File: src/rtl/ram_arbiter_pkg.sv
// Shared peripheral defines for the RAM arbiter: FSM encoding, master port IDs,
// the data returned on a read timeout, and the latched RAM command record.
package ram_arbiter_pkg;

   typedef enum logic [1:0] {
      ST_IDLE       = 2'd0,
      ST_ISSUE      = 2'd1,
      ST_WAIT_RDATA = 2'd2
   } arb_state_t;

   localparam logic PORT_FETCH = 1'b0;
   localparam logic PORT_LSU   = 1'b1;

   localparam logic [31:0] TIMEOUT_DATA = 32'h0;

   typedef struct packed {
      logic [31:0] addr;
      logic [31:0] write_data;
      logic        read_en;
      logic        write_en;
      logic [3:0]  byte_en;
   } ram_cmd_t;

endpackage

File: src/rtl/ram_arbiter_rr_arbiter_2.sv
// Two-request round-robin grant: a lone request wins, a tie goes to the port
// that did not win last time.
module rr_arbiter_2
   import ram_arbiter_pkg::*;
(
   input  logic req0,
   input  logic req1,
   input  logic last_grant,
   output logic grant_valid,
   output logic grant
);

   always_comb begin
      grant_valid = req0 | req1;
      grant       = PORT_FETCH;
      if (req0 && req1) begin
         grant = ~last_grant;
      end else if (req1) begin
         grant = PORT_LSU;
      end
   end

endmodule

File: src/rtl/ram_arbiter.sv
// Shares the single-ported peripheral RAM between fetch (m0) and LSU (m1):
// one request at a time is latched, replayed to the RAM and its read data routed back.
//
// state         | meaning
// ST_IDLE       | no transaction; grant offered to the winning master
// ST_ISSUE      | latched command presented to RAM until ram_ready_in
// ST_WAIT_RDATA | read issued; waiting for ram_rdata_valid_in or timeout
module ram_arbiter
   import ram_arbiter_pkg::*;
#(
   parameter int unsigned RDATA_TIMEOUT = 16
) (
   input  logic        clk,
   input  logic        rst,
   input  logic        m0_valid_in,
   output logic        m0_ready_out,
   input  logic [31:0] m0_addr_in,
   input  logic [31:0] m0_write_data_in,
   input  logic        m0_read_en_in,
   input  logic        m0_write_en_in,
   input  logic [3:0]  m0_write_byte_en_in,
   output logic        m0_rdata_valid_out,
   output logic [31:0] m0_read_data_out,
   input  logic        m1_valid_in,
   output logic        m1_ready_out,
   input  logic [31:0] m1_addr_in,
   input  logic [31:0] m1_write_data_in,
   input  logic        m1_read_en_in,
   input  logic        m1_write_en_in,
   input  logic [3:0]  m1_write_byte_en_in,
   output logic        m1_rdata_valid_out,
   output logic [31:0] m1_read_data_out,
   output logic        bus_err_out,
   output logic        ram_valid_out,
   input  logic        ram_ready_in,
   output logic [31:0] ram_addr_out,
   output logic [31:0] ram_write_data_out,
   output logic        ram_read_en_out,
   output logic        ram_write_en_out,
   output logic [3:0]  ram_write_byte_en_out,
   input  logic        ram_rdata_valid_in,
   input  logic [31:0] ram_read_data_in
);

   arb_state_t  state, state_nxt;
   ram_cmd_t    cmd, m0_cmd, m1_cmd;
   logic        owner, last_grant;
   logic        grant_valid, grant;
   logic        accept, ram_fire, take_data, timeout;
   logic [31:0] wait_cnt;
   logic [31:0] resp_data;

   rr_arbiter_2 u_rr (
      .req0        (m0_valid_in),
      .req1        (m1_valid_in),
      .last_grant  (last_grant),
      .grant_valid (grant_valid),
      .grant       (grant)
   );

   assign m0_cmd = {m0_addr_in, m0_write_data_in, m0_read_en_in, m0_write_en_in, m0_write_byte_en_in};
   assign m1_cmd = {m1_addr_in, m1_write_data_in, m1_read_en_in, m1_write_en_in, m1_write_byte_en_in};

   always_ff @(posedge clk or posedge rst) begin
      if (rst) begin
         state <= ST_IDLE;
      end else begin
         state <= state_nxt;
      end
   end

   always_comb begin
      state_nxt = state;
      accept    = 1'b0;
      ram_fire  = 1'b0;
      take_data = 1'b0;
      timeout   = 1'b0;
      case (state)
         ST_IDLE: begin
            if (grant_valid) begin
               accept    = 1'b1;
               state_nxt = ST_ISSUE;
            end
         end
         ST_ISSUE: begin
            if (ram_ready_in) begin
               ram_fire  = 1'b1;
               state_nxt = cmd.write_en ? ST_IDLE : ST_WAIT_RDATA;
            end
         end
         ST_WAIT_RDATA: begin
            // data arriving on the last allowed cycle still wins over the timeout
            if (ram_rdata_valid_in) begin
               take_data = 1'b1;
               state_nxt = ST_IDLE;
            end else if ((RDATA_TIMEOUT != 0) && (wait_cnt + 32'd1 == RDATA_TIMEOUT)) begin
               timeout   = 1'b1;
               state_nxt = ST_IDLE;
            end
         end
         default: state_nxt = ST_IDLE;
      endcase
   end

   assign resp_data = take_data ? ram_read_data_in : TIMEOUT_DATA;

   always_ff @(posedge clk or posedge rst) begin
      if (rst) begin
         cmd                <= '0;
         owner              <= PORT_FETCH;
         last_grant         <= PORT_LSU;
         wait_cnt           <= 32'd0;
         m0_rdata_valid_out <= 1'b0;
         m1_rdata_valid_out <= 1'b0;
         m0_read_data_out   <= 32'h0;
         m1_read_data_out   <= 32'h0;
         bus_err_out        <= 1'b0;
      end else begin
         m0_rdata_valid_out <= 1'b0;
         m1_rdata_valid_out <= 1'b0;
         bus_err_out        <= 1'b0;
         if (accept) begin
            cmd        <= (grant == PORT_LSU) ? m1_cmd : m0_cmd;
            owner      <= grant;
            last_grant <= grant;
         end
         if (ram_fire) begin
            wait_cnt <= 32'd0;
         end else if (state == ST_WAIT_RDATA) begin
            wait_cnt <= wait_cnt + 32'd1;
         end
         if (take_data || timeout) begin
            bus_err_out <= timeout;
            if (owner == PORT_LSU) begin
               m1_read_data_out   <= resp_data;
               m1_rdata_valid_out <= 1'b1;
            end else begin
               m0_read_data_out   <= resp_data;
               m0_rdata_valid_out <= 1'b1;
            end
         end
      end
   end

   assign m0_ready_out          = (state == ST_IDLE) && grant_valid && (grant == PORT_FETCH);
   assign m1_ready_out          = (state == ST_IDLE) && grant_valid && (grant == PORT_LSU);
   assign ram_valid_out         = (state == ST_ISSUE);
   assign ram_addr_out          = cmd.addr;
   assign ram_write_data_out    = cmd.write_data;
   assign ram_read_en_out       = cmd.read_en;
   assign ram_write_en_out      = cmd.write_en;
   assign ram_write_byte_en_out = cmd.byte_en;

endmodule

File: config.mk
export PLATFORM = sky130hd
export DESIGN_NAME = ram_arbiter
export DESIGN_NICKNAME = d
export VERILOG_FILES = /design/src/rtl/ram_arbiter_pkg.sv /design/src/rtl/ram_arbiter_rr_arbiter_2.sv /design/src/rtl/ram_arbiter.sv
export SDC_FILE = /design/constraint.sdc
export NUM_CORES = 1
export LEC_CHECK = 0
export BUFFER_PORTS_ARGS = -buffer_cell sky130_fd_sc_hd__buf_2
export CORE_MARGIN = 2
export CORE_UTILIZATION = 45
export DETAILED_ROUTE_END_ITERATION = 7
export PLACE_DENSITY = 0.86
export SKIP_LAST_GASP = 1
export SLEW_MARGIN = 0
export SYNTH_ARGS = -nofsm -noshare
export SYNTH_HDL_FRONTEND = slang
export SYNTH_HIERARCHICAL = 1
export SYNTH_SLANG_ARGS = --single-unit
File: constraint.sdc
create_clock -name clk -period 5.26 [get_ports clk]
set_input_delay 0.789 -clock clk [delete_from_list [all_inputs] [get_ports clk]]
set_output_delay 0.789 -clock clk [all_outputs]
set_load 0.01 [all_outputs]
; ---- After elaboration in Yosys (flattened, before gate mapping)
; Index checks and enable logic that the tools add are counted.
[totals]
regBits = 173
input_bits = 178
out_inout_bits = 140
word_cells = 61
[op_classes]
add_sub_neg = 1
n_eq_ne = 6
n_mux = 26
n_bitwise = 4
reduce_logical = 10
[op_table]
columns = op, n
row1 = 32-bit 2-to-1 mux, 3
row2 = 70-bit 2-to-1 mux, 1
row3 = "32-bit by 1-bit adder with 32-bit output, second input constant", 1
row4 = "32-bit by 5-bit equality test with 1-bit output, second input constant", 1
row5 = 1-bit 2-to-1 mux, 16
row6 = 2-bit 2-to-1 mux, 5
row7 = 2-bit one-hot mux with 3 select lines, 1
row8 = 1-bit logical AND, 4
row9 = 2-bit AND reduction, 2
row10 = "3-bit inequality test, second input constant", 1
row11 = 1-bit inverter, 3
row12 = 3-bit AND reduction, 1
row13 = "2-bit by 1-bit equality test with 1-bit output, second input constant", 1
row14 = "2-bit equality test, second input constant", 1
row15 = 2-bit zero test, 1
row16 = "2-bit by 1-bit inequality test with 1-bit output, second input constant", 1
row17 = "2-bit inequality test, second input constant", 1
row18 = 2-bit nonzero test, 1
row19 = 1-bit logical OR, 1
row20 = 1-bit bitwise OR, 1

; ---- Depth between registers and ports, before layout
; Gate-level depths: netlist of run 1.
[logic_depth]
depth_word = 7
depth_mapped = 13
depth_no_buf = 9

; ---- Modules after synthesis
; Netlist of run 1, hierarchy kept.
[by_module_without_submodules]
columns = module, instances, cells_per_inst, area_each_um2, seq_area_each_um2
row1 = ram_arbiter, 1, 926, 8783.4, 4330.4
row2 = rr_arbiter_2, 1, 2, 13.8, 0.0

; ---- Worst setup path before layout of run 1
; Ideal clock, no wire load.
[synth_path]
path_kind = input to output
from = input m1_valid_in
to = output m0_ready_out
arrival_ns = 2.049
t_required_ns = 4.471
setup_slack_ns = 2.422
cell_stages = 7
path_buffers = 3
cell_sequence = or2_1 -> nand2b_1 -> or2_2 -> clkbuf_1 -> clkbuf_1 -> clkbuf_1 -> nor2_1
[synth_via]
elab_chain_cells = 4
word_cells_on_any_way = 7
classes_between = 2 x mux / 2 x bitwise / 3 x reduce/logical
[synth_lines]
columns = item, line
row1 = start: declaration, ram_arbiter.sv:24  ; input logic m1_valid_in,
row2 = 1-bit 2-to-1 mux or 1-bit logical AND (tied branches), "ram_arbiter_rr_arbiter_2.sv:18, ram_arbiter_rr_arbiter_2.sv:16"
row3 = 1-bit 2-to-1 mux, ram_arbiter_rr_arbiter_2.sv:16  ; if (req0 && req1) begin
row4 = 1-bit inverter, ram_arbiter.sv:145  ; assign m0_ready_out = (state == ST_IDLE) && grant_valid && (grant == PORT_FETCH);
row5 = 1-bit logical AND *, ram_arbiter.sv:145
row6 = end: declaration, ram_arbiter.sv:16  ; output logic m0_ready_out,
; Mark *: on every way between the ends. The rest lies on a longest branch, timed or not.

; ---- Final worst setup path of run 1
[layout_path]
from = register wait_cnt[4]
to = register m1_read_data_out[30]
[layout_via]
elab_chain_cells = 7
[layout_lines]
columns = item, line
row1 = start: declaration, ram_arbiter.sv:50  ; logic [31:0] wait_cnt;
row2 = start signal: assignment, ram_arbiter.sv:130  ; wait_cnt <= wait_cnt + 32'd1;
row3 = 32-bit by 1-bit adder with 32-bit output, ram_arbiter.sv:96  ; end else if ((RDATA_TIMEOUT != 0) && (wait_cnt + 32'd1 == RDATA_TIMEOUT)) begin
row4 = 32-bit by 5-bit equality test with 1-bit output, ram_arbiter.sv:96
row5 = 1-bit 2-to-1 mux, ram_arbiter.sv:96
row6 = 1-bit 2-to-1 mux, ram_arbiter.sv:93  ; if (ram_rdata_valid_in) begin
row7 = 1-bit 2-to-1 mux, ram_arbiter.sv:78  ; case (state)
row8 = 1-bit logical OR, ram_arbiter.sv:132  ; if (take_data || timeout) begin
row9 = 2-bit AND reduction (no source line), n/a
row10 = end signal: assignment, ram_arbiter.sv:135  ; m1_read_data_out <= resp_data;
row11 = end: declaration, ram_arbiter.sv:32  ; output logic [31:0] m1_read_data_out,
; Every way passes these cells.
; A chain may end at the register's enable or synchronous reset.

==> results of run 1 <==
-- power groups by stage --
stage                     combinational, mW  sequential (mW)  clock, mW
after floorplan                       0.884             2.16          0
after global placement                 1.74             1.98          0
after detailed placement               1.81             2.00          0
after CTS                              1.81             1.98       1.30
after global routing                   1.99             2.03       1.36
final                                  1.79             1.98       1.28
-- metrics by stage --
stage	hold WS (ps)	setup WS (ps)	util
final	311	1450	0.574
after global routing	307	1100	0.574
after CTS	302	1440	0.574
after detailed placement	465	1460	0.543
after global placement	456	1620	0.543
after floorplan	439	2260	-
-- Yosys cell counts, types with 2 or more instances --
library cell | number | area (sq um)
nor3b_1 | 3 | 22.5
mux2_2 | 2 | 22.5
buf_6 | 2 | 22.5
nand2_1 | 177 | 664
a31oi_1 | 6 | 37.5
dfrtp_1 | 172 | 4300
ha_1 | 2 | 25.0
nor2_1 | 33 | 124
o21ba_2 | 2 | 20.0
o21ai_2 | 30 | 263
nor3_1 | 10 | 50.1
a22oi_1 | 64 | 480
a21oi_1 | 17 | 85.1
buf_12 | 3 | 60.1
and3_1 | 3 | 18.8
clkbuf_2 | 3 | 15.0
inv_1 | 4 | 15.0
mux2i_1 | 71 | 711
xnor2_1 | 5 | 43.8
and2_1 | 5 | 31.3
nand2b_1 | 5 | 31.3
clkbuf_1 | 58 | 218
and4_1 | 4 | 35.0
buf_4 | 3 | 22.5
o22ai_1 | 2 | 12.5
o21ai_0 | 151 | 756
or2_2 | 2 | 12.5
nor4_1 | 6 | 37.5
xor2_1 | 6 | 52.6
buf_1 | 6 | 22.5
nand3_1 | 10 | 50.1
o41ai_1 | 3 | 26.3
nand4_1 | 15 | 93.8
nor2b_1 | 4 | 25.0
o31ai_1 | 13 | 97.6
-- worst register-to-register path: stages, from the launching register on --
cell     delay [ps]
dfrtp_1         530
nand4_4         260
nor3_2          570
and4_4          330
mux2i_1         210
a31oi_1          70
or4_4           550
nor3_4          190
buf_4           660
o21ai_0         280
-- cells by family (layout without fill, tap and decap cells) --
logic type / count (synthesis) / in the layout / synth area share
flops: 173 / 173 / 0.492
mux: 73 / 73 / 0.0833
compound gates: 297 / 297 / 0.212
fa+ha+maj: 2 / 2 / 0.00284
other cells: 0 / 2 / 0
buf+inv: 80 / 367 / 0.0432
xor+xnor: 11 / 11 / 0.0110
simple gates: 292 / 292 / 0.156
-- registers in the layout, summed over array words and instances, names as in the netlist --
register,flops
bus_err_out,1
wait_cnt,32
ram_write_data_out,32
m0_read_data_out,32
m1_read_data_out,32
ram_write_en_out,1
state,2
ram_write_byte_en_out,4
ram_addr_out,32
m0_rdata_valid_out,1
ram_read_en_out,1
last_grant,1
m1_rdata_valid_out,1
owner,1
-- final timing paths --
path / from / to / slack (ps) / cells after the start
min: rst / ram_write_data_out[30] / 310 / 2
max in group asynchronous: rst / wait_cnt[22] / 3650 / 3
max: wait_cnt[4] / m1_read_data_out[30] / 1450 / 9
min reg2reg: ram_addr_out[17] / ram_addr_out[17] / 470 / 2
min in group clk: ram_addr_out[17] / ram_addr_out[17] / 470 / 2
max reg2reg: wait_cnt[4] / m1_read_data_out[30] / 1450 / 9
-- area by class of cell --
cell class                      count  share of cell area
Antenna cell                        2            0.000451
Clock buffer                       18              0.0396
Clock inverter                     14              0.0149
Inverter                            4             0.00169
Multi-Input combinational cell    675               0.370
Sequential cell                   173               0.390
Tap cell                          265              0.0299
Timing Repair Buffer              331               0.154
-- metal layers --
metal	wire length, um	GRT usage	vias up
li1	-	-	3871
met1	9930	0.296	3876
met2	13000	0.394	342
met5	95	0	-
met4	668	0.0851	14
met3	1830	0.0686	68
==> summary.md, run 1 <==
| Metric | Value |
|---|---|
| RSZ-0062 raised after global routing | `false` |
| Area Overhead vs Synth | `26.2%` |
| Gate Count Post-Synth | `928` |
| Sequential fraction of the synthesis area | `0.492` |
| Clk slew on worst S/H paths | `roughly 80 ps` |
| Worst-Margin Slew | `998 ps` |
| Critical path cell sequence | `nand4_4 -> nor3_2 -> and4_4 -> mux2i_1 -> a31oi_1 -> or4_4 -> nor3_4 -> buf_4 -> o21ai_0` |
| Hold Crit Class | `in -> async` |
| P_sw | `between 1.5 and 2 mW` |
| Initial core utilization | `0.455` |
| Synth unique cells | `61` |
| Final cycle utilization of the critical path | `0.725` |
| Core box area | `19300 sq um` |
| Warnings, synthesis | `6` |
| Data required time of the worst path | `5530 ps` |
| RePlAce Congestion | `~0.9` |
| Syn nets | `1108` |
| Io pins | `318` |
| Outcome | `completed` |
| Fin cells | `around 1500` |
| Setup CP Type | `reg -> reg` |
| Leak | `5.18 nW` |
| Final instance area | `~11000 sq um` |
| Worst ir drop on vdd | `between 0.2 and 0.25 mV` |
| Clock power share | `0.253` |
| Root Buffer Master | `clkbuf_16` |
| DR vias | `8171` |
| Maximum clock insertion buffer count | `2` |
| Layout cells sized above 1 | `0.343` |
| Hold Violations, Final | `0` |
| Drt wl/cell | `17.3 um` |
| Gr usage total | `0.237` |
| Sw frac | `0.387` |
| Vias per cell | `about 5.5` |
| Most frequent cells in the layout | `buf_2 (317), nand2_1 (177), dfrtp_1 (172), o21ai_0 (151), mux2i_1 (71)` |
| Sequential share of power | `0.391` |
| First-pass GRT wire length | `between 30000 and 40000 um` |
| Register area | `roughly 4300 sq um` |
| Largest net degree at the start of global routing | `84` |
| Post-CTS resize count | `0` |
| DP Area | `10500 sq um` |
| Sum of buffers and inverters on the critical path | `1` |
| Port Buffers | `about 320` |
| Total die area | `20700 sq um` |
| Startpoint Class | `flip-flop` |
| Hold Buf Count CTS | `0` |
| PwrDens | `455 nW/um^2` |
| Worst-path maximum fanout | `66` |
| Placed insts | `between 1000 and 1500` |
| Crit-path max cell delay | `660 ps` |
| Max Slew Vio Count | `0` |
| MaxCap Viol Count | `0` |
| # Post-CTS Setup Buffers | `0` |
| Int Pwr | `around 3.1 mW` |
| Synth Flop Type | `dfrtp_1` |
| CTS tree | `done` |
| Syn avg cell area | `9.48 sq um` |
| Synth Register Bits | `173` |
| Mapped Area | `approximately 8800 sq um` |
| Row cnt | `just over 50` |
| Crit end category | `flip-flop` |
| DRT Pass-1 Iters | `5` |
| CTS Buf Count | `17` |
| Initial antenna violation count | `9` |
| Most common cell after layout, fill and taps aside | `buf_2` |
| Asr flop ratio synth | `1.00` |
| Maximum clock rate | `262 MHz` |
| Clk_lat worst skew | `about 430 ps` |
| Post-DP HPWL | `roughly 18000 um` |
| Filler cell count in the final layout | `about 1700` |
| Area of the multi-input gates | `4110 sq um` |
| Clock sink total | `approximately 170` |
| Cell family with most CP delay | `simple AND/OR/NAND/NOR gates` |
| Critical Path AT | `4080 ps` |
| Drt drc | `0` |
| Chip width | `144 um` |
| Minimum clock period | `3810 ps` |
| DR iter-0 viols | `665` |
| Worst Skew | `18.6 ps` |
| Power, Total | `5.05 mW` |
| H-tree levels | `4` |
| Combinational power share | `0.355` |
| EDFF count, synth | `0` |
| GRT overflow | `0` |
| Final wirelength | `approximately 26000 um` |
| Slowest-stage cell, CP | `buf_4` |
| Setup TNS | `0 ps` |
| Max transition margin | `0.335` |
| Layout Nets | `~1400` |
| Finish-stage setup viols | `0` |
| Vias in the first global route | `7367` |
| Post-DRT Antenna Nets | `0` |
| Die Height | `144 um` |
(Power assumes the default switching activity.)
==> inputs of run 2 (changes only) <==
--- a/config.mk
+++ b/config.mk
@@ -7,9 +7,9 @@
 export LEC_CHECK = 0
 export BUFFER_PORTS_ARGS = -buffer_cell sky130_fd_sc_hd__buf_2
 export CORE_MARGIN = 2
-export CORE_UTILIZATION = 45
+export CORE_UTILIZATION = 50
 export DETAILED_ROUTE_END_ITERATION = 7
-export PLACE_DENSITY = 0.86
+export PLACE_DENSITY = 0.9
 export SKIP_LAST_GASP = 1
 export SLEW_MARGIN = 0
 export SYNTH_ARGS = -nofsm -noshare
==> constraint.sdc (replaced) <==
create_clock -name clk -period 3.9 [get_ports clk]
set_input_delay 0.585 -clock clk [delete_from_list [all_inputs] [get_ports clk]]
set_output_delay 0.585 -clock clk [all_outputs]
set_load 0.01 [all_outputs]
==> summary.md, run 2 (synthesis gave the netlist of run 1 again) <==
| Metric | Value |
|---|---|
| RePlAce Congestion | `0.935 (+2.0%)` |
| Register area | `4330 sq um (unchanged)` |
| Post-DP HPWL | `18200 um (-1.3%)` |
| Worst ir drop on vdd | `0.366 mV (+56%)` |
| Hold Worst Slack | `320 ps (+8.85 ps)` |
| Final instance area | `11100 sq um (-0.25%)` |
| DR vias | `8239 (+0.83%)` |
| Area Overhead vs Synth | `25.9%` |
| CTS tree | `done` |
| Placed insts | `1410 (-2.6%)` |
| Setup CP Type | `reg -> reg` |
| DP Area | `10500 sq um (-0.22%)` |
| Max Slew Vio Count | `0 (unchanged)` |
| Most frequent cells in the layout | `buf_2 (317), nand2_1 (177), dfrtp_1 (172), o21ai_0 (151), mux2i_1 (71)` |
| Setup TNS | `0 ps (unchanged)` |
| Data required time of the worst path | `4190 ps (-1340 ps)` |
| Row cnt | `48 (-5.9%)` |
| Vias in the first global route | `7756 (+5.3%)` |
| Clk slew on worst S/H paths | `80 ps (about the same)` |
| Startpoint Class | `flip-flop` |
| Critical path cell sequence | `nand4_1 -> nor4_1 -> nand4_1 -> xor2_1 -> o21ai_1 -> or4_4 -> nor3_4 -> buf_12 -> o21ai_0` |
| CP most frequent cell | `nand4_1` |
| # Post-CTS Setup Buffers | `0 (unchanged)` |
| MaxCap Viol Count | `0 (unchanged)` |
| Clk_lat worst skew | `440 ps (about the same)` |
| Core box area | `17200 sq um (-11%)` |
| Maximum clock insertion buffer count | `2 (unchanged)` |
| Layout Nets | `1384 (+0.14%)` |
| Hold Buf Count CTS | `0 (unchanged)` |
| Minimum clock period | `3390 ps (-428 ps)` |
| Hold Crit Class | `in -> async` |
| Worst-path maximum fanout | `66 (unchanged)` |
| Filler cell count in the final layout | `1356 (-19%)` |
| Maximum clock rate | `295 MHz (+13%)` |
| Setup ws final | `515 ps (-932 ps)` |
| Area of the multi-input gates | `4110 sq um (unchanged)` |
| Post-layout util | `0.642 (+0.0683)` |
| Initial antenna violation count | `2 (-7)` |
| Total die area | `18700 sq um (-9.7%)` |
| Post-DRT Antenna Nets | `0 (unchanged)` |
| Initial core utilization | `0.510 (+0.0554)` |
| PwrDens | `617 nW/um^2 (+36%)` |
| Finish-stage setup viols | `0 (unchanged)` |
| Gr usage total | `0.271 (+0.0332)` |
| H-tree levels | `4 (unchanged)` |
| Worst Skew | `15.9 ps (-2.65 ps)` |
| Most common cell after layout, fill and taps aside | `buf_2` |
| Io pins | `318 (unchanged)` |
| Drt wl/cell | `17.8 um (+3.1%)` |
| Power, Total | `6.83 mW (+35%)` |
| Final wirelength | `25700 um (+0.42%)` |
| Clock sink total | `173 (unchanged)` |
| DR iter-0 viols | `655 (-1.5%)` |
| Outcome | `completed` |
| Critical Path AT | `3680 ps (-400 ps)` |
| Final cycle utilization of the critical path | `0.868 (+0.143)` |
| Root Buffer Master | `clkbuf_16` |
| Max transition margin | `0.309 (-0.0259)` |
| Die Height | `137 um (-5.0%)` |
| Largest net degree at the start of global routing | `174 (+110%)` |
| Worst-Margin Slew | `1040 ps (+38.9 ps)` |
| Layout cells sized above 1 | `0.343 (about the same)` |
| Leak | `5.19 nW (+0.28%)` |
| Crit-path max cell delay | `580 ps (-80 ps)` |
| Sum of buffers and inverters on the critical path | `1 (unchanged)` |
| GRT overflow | `0 (unchanged)` |
| Slowest-stage cell, CP | `nor4_1` |
| Cell family with most CP delay | `simple AND/OR/NAND/NOR gates` |
| Fin cells | `1443 (-2.6%)` |
| First-pass GRT wire length | `39500 um (+2.4%)` |
| Crit end category | `flip-flop` |
| RSZ-0062 raised after global routing | `false` |
| Port Buffers | `317 (unchanged)` |
| Drt drc | `0 (unchanged)` |
| Pre-CTS WS | `598 ps (-857 ps)` |
| Hold Violations, Final | `0 (unchanged)` |
| DRT Pass-1 Iters | `5 (unchanged)` |
| Vias per cell | `5.71 (+3.6%)` |
| Chip width | `137 um (-5.0%)` |
| CTS Buf Count | `17 (unchanged)` |
| Post-CTS resize count | `0 (unchanged)` |
## run 2: power breakdown
group / switching [mW] / leakage (nW) / internal [mW]
sequential: 0.342 / 1.98 / 2.34
combinational: 1.46 / 2.93 / 0.963
clock: 0.811 / 0.290 / 0.919
## run 2: final timing paths
| check | from | to | slack [ps] | cells after the start |
|---|---|---|---|---|
| max reg2reg | wait_cnt[11] | m1_read_data_out[30] | 510 | 9 |
| min in group clk | ram_read_data_in[20] | m0_read_data_out[20] | 390 | 3 |
| max | wait_cnt[11] | m1_read_data_out[30] | 510 | 9 |
| min reg2reg | ram_addr_out[20] | ram_addr_out[20] | 480 | 2 |
| max in group asynchronous | rst | wait_cnt[21] | 2710 | 3 |
| min | rst | ram_write_data_out[20] | 320 | 3 |
## run 2: worst register-to-register path, delay by kind of cell, from the launching register on
kind,cells,cell delay [ps]
and+or+nand+nor,5,1860
DFF,1,530
AOI/OAI and AO/OA,2,340
buffers and inverters,1,330
xor gates and xnor gates,1,190
## run 2: cell type report
cell class                 instances  area share
timing repair buffer             333       0.156
multi-input combinational        675       0.371
clock inverter                    14      0.0156
sequential                       173       0.391
antenna                            1    0.000226
inverter                           4     0.00170
tap                              225      0.0254
clock buffer                      18      0.0388
## run 2: metal layers
layer	vias up	track usage	part of all wire
met5	-	0	0.00086
met4	4	0.120	0.039
met3	67	0.0656	0.070
met2	375	0.449	0.49
met1	3919	0.335	0.40
li1	3874	-	-
